## src/rtl/alu_op_pkg.sv

```systemverilog
// alu_op_pkg
//   Shared types for the iterative EX-stage ALU: the 4-bit operation code
//   enum, the shift-op helper and the execution FSM state enum.
package alu_op_pkg;

   typedef enum logic [3:0] {
      ALU_AND   = 4'b0000,
      ALU_OR    = 4'b0001,
      ALU_ADD   = 4'b0010,
      ALU_SUB   = 4'b0011,
      ALU_XOR   = 4'b0100,
      ALU_SRL   = 4'b0101,
      ALU_PASSB = 4'b0111,
      ALU_EQ    = 4'b1000,
      ALU_SLT   = 4'b1100,
      ALU_SLL   = 4'b1110,
      ALU_SRA   = 4'b1111
   } alu_op_e;

   typedef enum logic [1:0] {
      IDLE  = 2'd0,
      SHIFT = 2'd1,
      DONE  = 2'd2
   } alu_iter_state_e;

   function automatic logic is_shift(alu_op_e op);
      return (op == ALU_SLL) || (op == ALU_SRL) || (op == ALU_SRA);
   endfunction

endpackage

```

## src/rtl/alu_basic_ops.sv

```systemverilog
// alu_basic_ops
//   Combinational single-cycle ALU operations and undefined-code decode.
//   Shift codes are handled by the iterating top level; here they return 0
//   without flagging an error.
// Ports:
//   op      in   operation code
//   a, b    in   operands
//   res     out  single-cycle result
//   op_err  out  op is not a defined code
module alu_basic_ops
   import alu_op_pkg::*;
#(
   parameter int DATA_WIDTH = 32
) (
   input  logic [3:0]            op,
   input  logic [DATA_WIDTH-1:0] a,
   input  logic [DATA_WIDTH-1:0] b,
   output logic [DATA_WIDTH-1:0] res,
   output logic                  op_err
);

   always_comb begin
      res    = '0;
      op_err = 1'b0;
      case (alu_op_e'(op))
         ALU_AND:   res = a & b;
         ALU_OR:    res = a | b;
         ALU_ADD:   res = a + b;
         ALU_SUB:   res = a - b;
         ALU_XOR:   res = a ^ b;
         ALU_PASSB: res = b;
         ALU_EQ:    res = {{(DATA_WIDTH-1){1'b0}}, (a == b)};
         ALU_SLT:   res = {{(DATA_WIDTH-1){1'b0}}, ($signed(a) < $signed(b))};
         ALU_SRL, ALU_SLL, ALU_SRA: res = '0;
         default:   op_err = 1'b1;
      endcase
   end

endmodule

```

## src/rtl/alu_iter_exec.sv

```systemverilog
// alu_iter_exec
//   EX-stage ALU with valid/ready handshakes. Single-cycle ops finish on the
//   accept edge; shifts step one bit per cycle, stalling the pipeline.
// Ports:
//   clk, reset          clock, async active-high reset
//   flush               synchronous abort of any in-flight op
//   in_valid/in_ready   input handshake (ready only in IDLE)
//   Operation, src_a, src_b  op code and operands, sampled at accept
//   out_valid/out_ready output handshake (valid only in DONE)
//   result, zero, op_err     registered outputs, held while in DONE
//
// state | meaning
// IDLE  | waiting for in_valid, in_ready high
// SHIFT | shifting acc one bit per cycle, cnt counts down
// DONE  | result presented, waiting for out_ready
module alu_iter_exec
   import alu_op_pkg::*;
#(
   parameter int DATA_WIDTH = 32
) (
   input  logic                  clk,
   input  logic                  reset,
   input  logic                  flush,
   input  logic                  in_valid,
   output logic                  in_ready,
   input  logic [3:0]            Operation,
   input  logic [DATA_WIDTH-1:0] src_a,
   input  logic [DATA_WIDTH-1:0] src_b,
   output logic                  out_valid,
   input  logic                  out_ready,
   output logic [DATA_WIDTH-1:0] result,
   output logic                  zero,
   output logic                  op_err
);

   localparam int SHW = $clog2(DATA_WIDTH);
   localparam logic [SHW-1:0] CNT_ONE = SHW'(1);

   alu_iter_state_e       state_q;
   alu_op_e               op_q;
   logic [DATA_WIDTH-1:0] acc_q, acc_d;
   logic [SHW-1:0]        cnt_q;
   logic [DATA_WIDTH-1:0] result_q;
   logic                  zero_q, op_err_q;

   logic [DATA_WIDTH-1:0] basic_res;
   logic                  basic_err;
   logic [SHW-1:0]        shamt;
   alu_op_e               op_in;

   assign shamt = src_b[SHW-1:0];
   assign op_in = alu_op_e'(Operation);

   alu_basic_ops #(.DATA_WIDTH(DATA_WIDTH)) u_basic (
      .op     (Operation),
      .a      (src_a),
      .b      (src_b),
      .res    (basic_res),
      .op_err (basic_err)
   );

   // One-bit shift step; SRA replicates the current MSB, which is the
   // original sign since every step preserves it.
   always_comb begin
      acc_d = acc_q;
      case (op_q)
         ALU_SLL: acc_d = {acc_q[DATA_WIDTH-2:0], 1'b0};
         ALU_SRL: acc_d = {1'b0, acc_q[DATA_WIDTH-1:1]};
         ALU_SRA: acc_d = {acc_q[DATA_WIDTH-1], acc_q[DATA_WIDTH-1:1]};
         default: acc_d = acc_q;
      endcase
   end

   always_ff @(posedge clk or posedge reset) begin
      if (reset) begin
         state_q  <= IDLE;
         op_q     <= ALU_AND;
         acc_q    <= '0;
         cnt_q    <= '0;
         result_q <= '0;
         zero_q   <= 1'b1;
         op_err_q <= 1'b0;
      end else if (flush) begin
         // A DONE-state transfer in this cycle still completes: the
         // downstream sampled it, and going to IDLE is the same either way.
         state_q <= IDLE;
         cnt_q   <= '0;
      end else begin
         case (state_q)
            IDLE: begin
               if (in_valid) begin
                  if (is_shift(op_in) && (shamt != '0)) begin
                     acc_q   <= src_a;
                     cnt_q   <= shamt;
                     op_q    <= op_in;
                     state_q <= SHIFT;
                  end else if (is_shift(op_in)) begin
                     result_q <= src_a;
                     zero_q   <= (src_a == '0);
                     op_err_q <= 1'b0;
                     state_q  <= DONE;
                  end else begin
                     result_q <= basic_res;
                     zero_q   <= (basic_res == '0);
                     op_err_q <= basic_err;
                     state_q  <= DONE;
                  end
               end
            end
            SHIFT: begin
               acc_q <= acc_d;
               cnt_q <= cnt_q - CNT_ONE;
               if (cnt_q == CNT_ONE) begin
                  result_q <= acc_d;
                  zero_q   <= (acc_d == '0);
                  op_err_q <= 1'b0;
                  state_q  <= DONE;
               end
            end
            DONE: begin
               if (out_ready) state_q <= IDLE;
            end
            default: state_q <= IDLE;
         endcase
      end
   end

   assign in_ready  = (state_q == IDLE);
   assign out_valid = (state_q == DONE);
   assign result    = result_q;
   assign zero      = zero_q;
   assign op_err    = op_err_q;

endmodule

```

## config.mk

```make
export PLATFORM = sky130hd
export DESIGN_NAME = alu_iter_exec
export DESIGN_NICKNAME = d
export VERILOG_FILES = /design/src/rtl/alu_op_pkg.sv /design/src/rtl/alu_basic_ops.sv /design/src/rtl/alu_iter_exec.sv
export SDC_FILE = /design/constraint.sdc
export NUM_CORES = 1
export LEC_CHECK = 0
export ABC_AREA = 1
export BUFFER_PORTS_ARGS = -buffer_cell sky130_fd_sc_hd__buf_2
export CAP_MARGIN = 5
export CORE_ASPECT_RATIO = 0.8
export CORE_MARGIN = 2
export CORE_UTILIZATION = 62
export DETAILED_ROUTE_END_ITERATION = 7
export PLACE_DENSITY = 0.83
export SLEW_MARGIN = 30
export SYNTH_ARGS = -nofsm -noshare
export SYNTH_HDL_FRONTEND = slang
export SYNTH_SLANG_ARGS = --single-unit
```

## constraint.sdc

```tcl
create_clock -name clk -period 3.2 [get_ports clk]
set_clock_uncertainty 0.1 [all_clocks]
set_input_delay 0.48 -clock clk [delete_from_list [all_inputs] [get_ports clk]]
set_output_delay 0.48 -clock clk [all_outputs]
set_load 0.02 [all_outputs]
```

==> results of run 1 <==
## metal layers
layer,vias up,GRT usage (%),part of all wire [%]
li1,6744,-,-
met1,6529,61.1,38
met2,1188,72.4,41
met3,285,14.2,14
met4,0,26.8,7.6
met5,-,0,0
## stage by stage
stage | util, % | cell area (um^2)
floorplan | - | 11400
global placement | 73.1 | 13200
detailed placement | 73.1 | 13200
CTS | 74.8 | 13500
global route | 75.0 | 13500
finish | 75.0 | 13500
## area by class of cell
| type | count | area [um^2] | area share (%) |
|---|---|---|---|
| inverters | 378 | 1420 | 10.5 |
| clock buffers | 13 | 260 | 1.92 |
| clock inverters | 3 | 43.8 | 0.323 |
| well taps | 230 | 288 | 2.12 |
| flip-flops and latches | 77 | 1930 | 14.2 |
| multi-input cells | 1429 | 7640 | 56.4 |
| repair buffers | 292 | 1960 | 14.5 |
## critical path, cell delays in order
cell	delay, ps
buf_2	110
inv_1	70
ha_1	370
buf_4	180
nor2_1	170
nand2_1	150
inv_1	100
nand2_1	60
nand2_1	140
nand2_1	110
nand3_1	100
nand2_1	50
nand3_1	80
nand3_1	190
nor2_1	180
nand2_1	100
nor2_1	200
nand3_1	120
nand2_1	70
nand2_1	60
a21oi_2	130
## flip-flops by register name, summed over array words and instances (netlist names)
name,flops
result,32
acc_q,32
op_err,1
state_q,2
zero,1
cnt_q,5
op_q,4
## logic make-up (layout without fill, tap and decap cells)
| kind of cell | count (synthesis) | in the layout | synth area share (%) |
|---|---|---|---|
| buffers and inverters | 451 | 686 | 16.2 |
| flip-flops | 77 | 77 | 17.0 |
| AO/OA/AOI/OAI | 311 | 311 | 17.3 |
| adder cells (fa/ha/maj) | 112 | 112 | 12.5 |
| AND/OR/NAND/NOR | 1003 | 1003 | 36.9 |
| XOR/XNOR | 3 | 3 | 0.231 |
## worst min-delay path by stage
stage,start,end,cells after the start
final,reset,result[23]$_DFFE_PP0P_,3
after global routing,reset,result[23]$_DFFE_PP0P_,3
after floorplan,op_q[2]$_DFFE_PP0P_,op_q[2]$_DFFE_PP0P_,1
after detailed placement,result[1]$_DFFE_PP0P_,result[1]$_DFFE_PP0P_,2
after CTS,reset,result[28]$_DFFE_PP0P_,3
after global placement,result[1]$_DFFE_PP0P_,result[1]$_DFFE_PP0P_,2
## Yosys cell counts (2+ instances only)
| cell type | instances |
|---|---|
| a211oi_1 | 3 |
| a21oi_1 | 55 |
| a21oi_2 | 2 |
| a221oi_1 | 17 |
| a221oi_2 | 2 |
| a22oi_1 | 15 |
| a31oi_1 | 65 |
| and3_1 | 3 |
| buf_1 | 2 |
| buf_2 | 38 |
| buf_4 | 4 |
| buf_6 | 10 |
| clkbuf_1 | 16 |
| clkbuf_2 | 3 |
| dfrtp_1 | 76 |
| fa_1 | 2 |
| ha_1 | 110 |
| inv_1 | 360 |
| inv_2 | 16 |
| nand2_1 | 518 |
| nand2_2 | 2 |
| nand3_1 | 148 |
| nand3b_1 | 2 |
| nand4_1 | 27 |
| nor2_1 | 251 |
| nor2_2 | 3 |
| nor2_4 | 3 |
| nor3_1 | 21 |
| nor3_2 | 3 |
| nor4_1 | 6 |
| o2111ai_1 | 3 |
| o211ai_1 | 3 |
| o21a_1 | 2 |
| o21ai_0 | 63 |
| o21ai_1 | 2 |
| o21bai_1 | 9 |
| o221ai_1 | 9 |
| o22ai_1 | 56 |
| or2_2 | 9 |
| xor2_1 | 3 |
## timing repair
item,4_1_cts,5_1_grt
setup endpoints to repair,0,1
hold buffers,0,0
hold endpoints to repair,0,0
gates resized for setup,0,13
## where the power goes
group          internal [uW]  total [uW]  switching [uW]
clock                    648        1070             419
combinational           1370        3990            2620
sequential              1440        1830             389
total                   3450        6880            3430
==> impl_metrics.py, run 1 <==
metrics = {
    "layout": {
        "drive_gt1_share_pct": 16.9,
        "final_cell_mix": "nand2_1, inv_1, nor2_1",
        "syn_to_final_growth_pct": 19.2,
        "layoutNonFillerInstCount": 2422,
        "finalNetCount": 2372,
        "diodes": 0,
        "num-fill-cells": 1551,
        "layout_commonest_cell": "nand2_1",
    },
    "setup_path": {
        "r2r-end": "zero$_DFFE_PP1P_",
        "worst-r2r-cell-count": 13,
        "startpoint_type": "primary input",
        "crit_type": "primary input to register",
        "worstSetupEndpointType": "register",
        "r2r-start": "op_q[3]$_DFFE_PP0P_",
        "cp_max_fo": 6,
        "critPathCapture": "zero$_DFFE_PP1P_",
        "required_ps": 3370,
        "r2r_slack_ps": 420,
        "crit_arrival_ps": 3230,
        "startpoint": "src_b[6]",
    },
    "cts": {
        "postCtsSetupBuffers": 0,
        "h-tree-depth": 3,
        "tritoncts": "built",
        "root_buffer": "clkbuf_16",
        "cts_made_buffers": 9,
        "clk_pin_slew_worst_paths_ps": 60,
        "clk_latency_ps": 350,
        "cts.sinks": 77,
        "clk_path_buf_depth": 2,
    },
    "placement": {
        "dp_cells": 2406,
        "pre_cts_ws_ps": -89.6,
        "routabilityCongestion": 1.08,
        "io_buffers": 108,
        "hpwl_um": 37500,
    },
    "sta": {
        "fin_setup_tns_ps": 0,
        "report.final.slew_viol_count": 0,
        "hold_slack_ps": 220,
        "setup_slack_ps": 140,
        "worst_pin_slew_ps": 838,
        "setup_violations": 0,
        "hold_viol_final": 0,
        "fmax_mhz": 327,
        "finalCritPeriodShare_pct": 95.6,
        "fin_crit_ps": 3060,
        "slew_headroom_pct": 43.6,
    },
    "power_and_ir_drop": {
        "leakagePower_uw": 0.00765,
        "p_total_uw": 6880,
        "powerDensity_mw_per_mm2": 508,
        "irDropWorstVdd_mv": 0.504,
    },
    "yosys": {
        "ys_seq_area_share_pct": 17.0,
        "synth_area_mm2": 0.0114,
        "synth_ff_type": "dfrtp_1",
        "synth_edf_count": 0,
        "syn_inst": 1957,
        "synth_cell_type_count": 55,
        "yosysWarnings": 0,
        "syn-num-nets": 2142,
        "postSynthAreaPerCell_um2": 5.81,
        "synth_top_cell_by_area": "nand2_1",
        "synth_top_area_share_pct": 17.1,
        "yosys-top-cells-area": "nand2_1, dfrtp_1, ha_1, inv_1, nor2_1",
        "ys_async_sr_fraction_pct": 100,
        "synth_seq_cells": 77,
    },
    "global_routing": {
        "grt-ovfl-total": 0,
        "grt_pass1_wl_um": 73100,
        "gr-usage-all-layers_pct": 47.9,
        "grt_pass1_vias": 13800,
        "grt_max_degree": 65,
        "antenna_found_initial": 1,
    },
    "floorplan": {
        "start_util_pct": 62.9,
        "design.die.area_mm2": 0.0194,
        "coreArea_mm2": 0.0181,
        "ios": 109,
        "die_h_um": 125,
        "num_rows": 44,
        "die_width_um": 155,
    },
    "route": {
        "drtIter0Drc": 2547,
        "drc": 27,
        "via_per_inst": 6.09,
        "antenna_left": 0,
        "avgRoutedWirePerCell_um": 19.4,
        "vias": 14700,
        "drt_first_pass_iters": 8,
        "wl_um": 47000,
    },
    "min_path": {
        "hp-class": "primary input to asynchronous set/reset pin",
    },
    "run_status": {
        "status": "complete, but fails checks",
        "violations": "DRC",
    },
    "run": {
        "cap_viol_max_count": 0,
    },
}
Note: power is estimated with default switching activity, not from simulation.
==> run 2: changes to the inputs <==
--- a/config.mk
+++ b/config.mk
@@ -8,11 +8,13 @@
 export ABC_AREA = 1
 export BUFFER_PORTS_ARGS = -buffer_cell sky130_fd_sc_hd__buf_2
 export CAP_MARGIN = 5
+export CELL_PAD_IN_SITES_DETAIL_PLACEMENT = 1
+export CELL_PAD_IN_SITES_GLOBAL_PLACEMENT = 2
 export CORE_ASPECT_RATIO = 0.8
 export CORE_MARGIN = 2
-export CORE_UTILIZATION = 62
+export CORE_UTILIZATION = 32
 export DETAILED_ROUTE_END_ITERATION = 7
-export PLACE_DENSITY = 0.83
+export PLACE_DENSITY_LB_ADDON = 0.1
 export SLEW_MARGIN = 30
 export SYNTH_ARGS = -nofsm -noshare
 export SYNTH_HDL_FRONTEND = slang
==> run 2 against run 1 <==
The flow now finishes without violations. Register-to-register slack worse by 30 ps. Die area grew 91%. Sequential power down 2%. Final cell count increased by 17%. Highest routed layer unchanged. Worst hold slack worse by 61 ps. Maximum frequency increased by 1.8%.
==> impl_metrics.py, run 2 (same netlist as run 1, synthesis figures left out) <==
metrics = {
    "run_status": {
        "status": "completed",
    },
    "cts": {
        "cts_made_buffers": 9,
        "cts.sinks": 77,
        "clk_pin_slew_worst_paths_ps": 60,
        "clk_latency_ps": 360,
        "clk_path_buf_depth": 2,
        "tritoncts": "built",
        "root_buffer": "clkbuf_16",
        "h-tree-depth": 3,
    },
    "power_and_ir_drop": {
        "irDropWorstVdd_mv": 0.352,
        "leakagePower_uw": 0.00850,
        "powerDensity_mw_per_mm2": 466,
        "p_total_uw": 7100,
    },
    "sta": {
        "slew_headroom_pct": 40.8,
        "setup_slack_ps": 194,
        "setup_violations": 0,
        "rsz0062_at_grt": "false",
        "worst_pin_slew_ps": 888,
        "fmax_mhz": 333,
        "hold_viol_final": 0,
        "fin_setup_tns_ps": 0,
        "fin_crit_ps": 3010,
        "report.final.slew_viol_count": 0,
        "finalCritPeriodShare_pct": 93.9,
    },
    "layout": {
        "final_cell_mix": "nand2_1, inv_1, buf_4",
        "layoutNonFillerInstCount": 2835,
        "num-fill-cells": 4838,
        "syn_to_final_growth_pct": 34.1,
        "layout_commonest_cell": "nand2_1",
        "finalNetCount": 2543,
        "drive_gt1_share_pct": 23.4,
        "diodes": 0,
    },
    "floorplan": {
        "die_h_um": 173,
        "ios": 109,
        "die_width_um": 215,
        "coreArea_mm2": 0.0349,
        "num_rows": 61,
        "design.die.area_mm2": 0.0371,
        "start_util_pct": 32.6,
    },
    "setup_path": {
        "crit_type": "primary input to register",
        "required_ps": 3390,
        "crit_arrival_ps": 3190,
        "startpoint_type": "primary input",
        "worstSetupEndpointType": "register",
        "cp_max_fo": 3,
    },
    "placement": {
        "io_buffers": 108,
        "hpwl_um": 49100,
        "pre_cts_ws_ps": -251,
        "routabilityCongestion": 0.944,
        "dp_cells": 2819,
    },
    "global_routing": {
        "grt_pass1_wl_um": 88100,
        "grt_max_degree": 65,
        "grt_pass1_vias": 15000,
        "gr-usage-all-layers_pct": 30.9,
        "antenna_found_initial": 0,
        "grt-ovfl-total": 0,
    },
    "route": {
        "vias": 14600,
        "antenna_left": 0,
        "avgRoutedWirePerCell_um": 20.4,
        "drc": 0,
        "drtIter0Drc": 1067,
        "wl_um": 57800,
        "via_per_inst": 5.15,
        "drt_first_pass_iters": 5,
    },
    "min_path": {
        "hp-class": "primary input to asynchronous set/reset pin",
    },
    "run": {
        "cap_viol_max_count": 0,
    },
}
==> run 2: cell count changes in the layout (fill, tap and decap cells not counted), moves of 3 or more <==
cell / change
nand2_1: -3
nand3_2: +3
nand3_1: -3
buf_4: +167
ha_1: -4
ha_2: +3
nand2_2: +3
buf_12: +4
==> run 2: worst paths after layout <==
check | startpoint | endpoint | slack (ps) | depth (start not counted)
hold / removal | reset | result[25]$_DFFE_PP0P_ | 160 | 2
setup / recovery | src_a[0] | zero$_DFFE_PP1P_ | 190 | 23
hold reg to reg | op_err$_DFFE_PP0P_ | op_err$_DFFE_PP0P_ | 380 | 2
setup reg to reg | op_q[3]$_DFFE_PP0P_ | zero$_DFFE_PP1P_ | 390 | 12
max in group asynchronous | reset | op_q[2]$_DFFE_PP0P_ | 2140 | 3
min in group clk | op_err$_DFFE_PP0P_ | op_err$_DFFE_PP0P_ | 380 | 2
==> run 2: layout make-up <==
type / count / area [um^2] / area share [%]
multi-input combinational: 1429 / 7700 / 50.5
timing repair buffer: 463 / 3290 / 21.6
sequential: 77 / 1930 / 12.6
inverter: 378 / 1420 / 9.33
tap: 472 / 591 / 3.87
clock buffer: 11 / 253 / 1.66
clock inverter: 5 / 58.8 / 0.386
==> run 2: timing repair <==
action                                  CTS  global route
buffers inserted                          0             0
endpoints found under the setup margin    0             3
endpoints found under the hold margin     0             0
gates resized for setup                   0            25
hold buffers                              0             0
==> run 2: where the power goes <==
part	total [uW]	internal [uW]	leakage (uW)	switching [uW]
Clock	1090	647	0.000148	439
Sequential	1790	1440	0.000892	351
Combinational	4230	1560	0.00746	2670
==> run 2: worst max-delay path, cell delays in order <==
cell and delay, ps:
buf_2 100, inv_1 60, ha_1 230, fa_1 400, inv_1 130, nand3_1 100
nand3_2 120, buf_4 120, nand2_1 70, nand2_2 120, buf_4 120, nand2_1 70
nand2_1 80, nand2_1 50, nand3_1 110, nand3_2 150, nor2_1 140, nand2_1 80
nor2_1 120, nand3_1 90, nand2_1 70, nand2_1 60, a21oi_2 130
==> run 2: per-stage QoR <==
step	area (um^2)	utilization (%)	hold WS, ps
finish	15200	43.7	159
global route	15200	43.7	225
CTS	15200	43.5	211
detailed placement	14800	42.6	379
global placement	14800	42.6	373
floorplan	11400	-	363
==> run 2: layer usage <==
layer	GRT usage (%)	vias to the layer above	share of wire, %
met2	49.7	382	44
met3	5.07	93	5.4
met4	11.7	0	4.2
met1	41.6	7028	46
met5	0	-	0
li1	-	7085	-
==> run 3: changes to the inputs <==
--- a/config.mk
+++ b/config.mk
@@ -5,14 +5,13 @@
 export SDC_FILE = /design/constraint.sdc
 export NUM_CORES = 1
 export LEC_CHECK = 0
-export ABC_AREA = 1
 export BUFFER_PORTS_ARGS = -buffer_cell sky130_fd_sc_hd__buf_2
 export CAP_MARGIN = 5
 export CELL_PAD_IN_SITES_DETAIL_PLACEMENT = 1
 export CELL_PAD_IN_SITES_GLOBAL_PLACEMENT = 2
 export CORE_ASPECT_RATIO = 0.8
 export CORE_MARGIN = 2
-export CORE_UTILIZATION = 32
+export CORE_UTILIZATION = 35
 export DETAILED_ROUTE_END_ITERATION = 7
 export PLACE_DENSITY_LB_ADDON = 0.1
 export SLEW_MARGIN = 30
==> run 3 against run 2 <==
The run now ends with setup timing left. Final cell count down 15%. Sequential power shrank 13%. Critical path depth fell by 9. Clock power down 15%. Core utilization is 14 points higher. Non-clock buffer count increased by 187. Sequential cell count is the same.
==> impl_metrics.py, run 3 <==
metrics = {
    "cts": {
        "tritoncts": "built",
        "cts_hold_buf": 0,
        "root_buffer": "clkbuf_16",
        "cts.sinks": 77,
        "clk_pin_slew_worst_paths_ps": 60,
        "clk_latency_ps": 350,
        "clk_path_buf_depth": 2,
        "cts_made_buffers": 9,
        "h-tree-depth": 3,
    },
    "yosys": {
        "synth_top_cell_by_area": "dfrtp_1",
        "synth_top_area_share_pct": 18.3,
        "yosys.cell_count.top_type": "nand2_1",
        "postSynthAreaPerCell_um2": 7.06,
        "syn_inst": 1476,
        "yosys-top-cells-area": "dfrtp_1, ha_1, a21oi_1, nand2_1, o21ai_0",
        "netlist_top_cells_count": "nand2_1, a21oi_1, nor2_1",
        "syn-num-nets": 1661,
        "ys_seq_area_share_pct": 18.5,
        "synth_area_mm2": 0.0104,
        "synth_edf_count": 0,
        "ys_async_sr_fraction_pct": 100,
        "synth_cell_type_count": 91,
        "synth_ff_type": "dfrtp_1",
        "yosysWarnings": 0,
        "synth_seq_cells": 77,
    },
    "floorplan": {
        "die_h_um": 158,
        "design.die.area_mm2": 0.0312,
        "coreArea_mm2": 0.0293,
        "start_util_pct": 35.6,
        "die_width_um": 197,
        "ios": 109,
        "num_rows": 56,
    },
    "setup_path": {
        "startpoint_type": "primary input",
        "cp_max_fo": 4,
        "required_ps": 3350,
        "crit_arrival_ps": 4490,
        "worstSetupEndpointType": "register",
        "crit_type": "primary input to register",
    },
    "placement": {
        "io_buffers": 108,
        "routabilityCongestion": 0.982,
        "pre_cts_ws_ps": -1870,
        "hpwl_um": 47600,
        "placed_cell_area_mm2": 0.0151,
    },
    "global_routing": {
        "grt_pass1_wl_um": 87300,
        "grt_max_degree": 78,
        "gr-usage-all-layers_pct": 37.2,
        "antenna_found_initial": 0,
        "grt_pass1_vias": 14600,
        "grt-ovfl-total": 0,
    },
    "sta": {
        "report.final.slew_viol_count": 0,
        "hold_viol_final": 0,
        "fin_setup_tns_ps": -7490,
        "worst_pin_slew_ps": 872,
        "rsz0062_at_grt": "true",
        "setup_violations": 17,
        "fin_crit_ps": 4340,
        "hold_slack_ps": 67.6,
        "fmax_mhz": 230,
        "finalCritPeriodShare_pct": 136,
        "setup_slack_ps": -1140,
        "slew_headroom_pct": 41.9,
    },
    "power_and_ir_drop": {
        "powerDensity_mw_per_mm2": 377,
        "irDropWorstVdd_mv": 0.344,
        "leakagePower_uw": 0.00798,
    },
    "run_status": {
        "violations": "setup timing",
        "status": "complete, but fails checks",
    },
    "route": {
        "drc": 0,
        "wl_um": 59600,
        "drtIter0Drc": 1036,
        "drt_first_pass_iters": 7,
        "vias": 14200,
        "avgRoutedWirePerCell_um": 24.6,
        "antenna_left": 0,
        "via_per_inst": 5.86,
    },
    "layout": {
        "layout_commonest_cell": "buf_4",
        "syn_to_final_growth_pct": 61.7,
        "stdcell_area_mm2": 0.0168,
        "final_cell_mix": "buf_4, nand2_1, nor2_1",
        "diodes": 0,
        "drive_gt1_share_pct": 43.5,
        "num-fill-cells": 3662,
        "finalNetCount": 2225,
    },
    "run": {
        "cap_viol_max_count": 0,
    },
    "min_path": {
        "hp-class": "primary input to asynchronous set/reset pin",
    },
}
-- run 3: cell count changes after synthesis, moves of 53 or more --
cell      before  now
clkbuf_1      16   77
a31oi_1       65   12
nand2_1      518  183
nor2_1       251  142
nand3_1      148   26
a21oi_1       55  155
inv_1        360  104
-- run 3: through the flow --
stage	utilization (%)	instances	power (uW)
2_1_floorplan	-	1476	3150
3_3_place_gp	51.4	2379	4830
3_5_place_dp	51.4	2379	4930
4_1_cts	55.4	2409	6110
5_1_grt	57.5	2420	6720
6_report	57.5	2420	6350
-- run 3: cell families after synthesis --
family          count (synthesis)  share of synthesized area (%)
mux                             8                          0.793
flops                          77                           18.5
simple gates                  524                           23.6
xor+xnor                       12                           1.01
buf+inv                       203                           8.06
compound gates                540                           34.4
fa+ha+maj                     112                           13.6
-- run 3: area by class of cell --
cell class	count	area [um^2]	area share, %
clock buffer	11	233	1.38
clock inverter	3	15.0	0.0892
inverter	106	412	2.44
multi-input combinational	1196	8890	52.8
sequential	77	1930	11.4
tap	377	472	2.80
timing repair buffer	650	4890	29.0
-- run 3: what timing repair did --
item / in CTS / in global routing
buffers inserted: 19 / 25
resized for setup: 198 / 121
setup endpoints to repair: 22 / 23
pin swaps: 82 / 84
-- run 3: final timing paths --
check / from / to / slack, ps / depth (start not counted)
worst max-delay path: src_a[1] / zero$_DFFE_PP1P_ / -1140 / 14
worst min-delay path: reset / acc_q[27]$_DFFE_PP0P_ / 70 / 2
worst max register to register: cnt_q[1]$_DFFE_PP0P_ / zero$_DFFE_PP1P_ / -890 / 13
worst min register to register: result[19]$_DFFE_PP0P_ / result[19]$_DFFE_PP0P_ / 380 / 2
max in group asynchronous: reset / result[4]$_DFFE_PP0P_ / 2300 / 3
min in group clk: out_ready / state_q[1]$_DFFE_PP0P_ / 350 / 3
-- run 3: routing by layer --
layer,wire (um),track usage (%),vias to the layer above
met3,3820,6.84,136
li1,-,-,6506
met5,0,0,-
met2,26100,58.3,498
met4,3390,19.6,0
met1,26300,49.1,7047
-- run 3: critical path: stages --
cell        delay, ps
buf_8              80
clkinvlp_4        140
ha_4              280
a211oi_4          240
o21ai_2           120
a21oi_2           170
xnor2_1            90
a221oi_2          200
or3b_4            420
or4_4             560
or4_4             440
or4b_4            540
or4_4             510
o41ai_4           220
-- run 3: power breakdown --
| part | switching, uW | leakage (uW) | internal [uW] |
|---|---|---|---|
| combinational | 2200 | 0.00688 | 1680 |
| sequential | 280 | 0.000981 | 1270 |
| clock | 411 | 0.000125 | 513 |
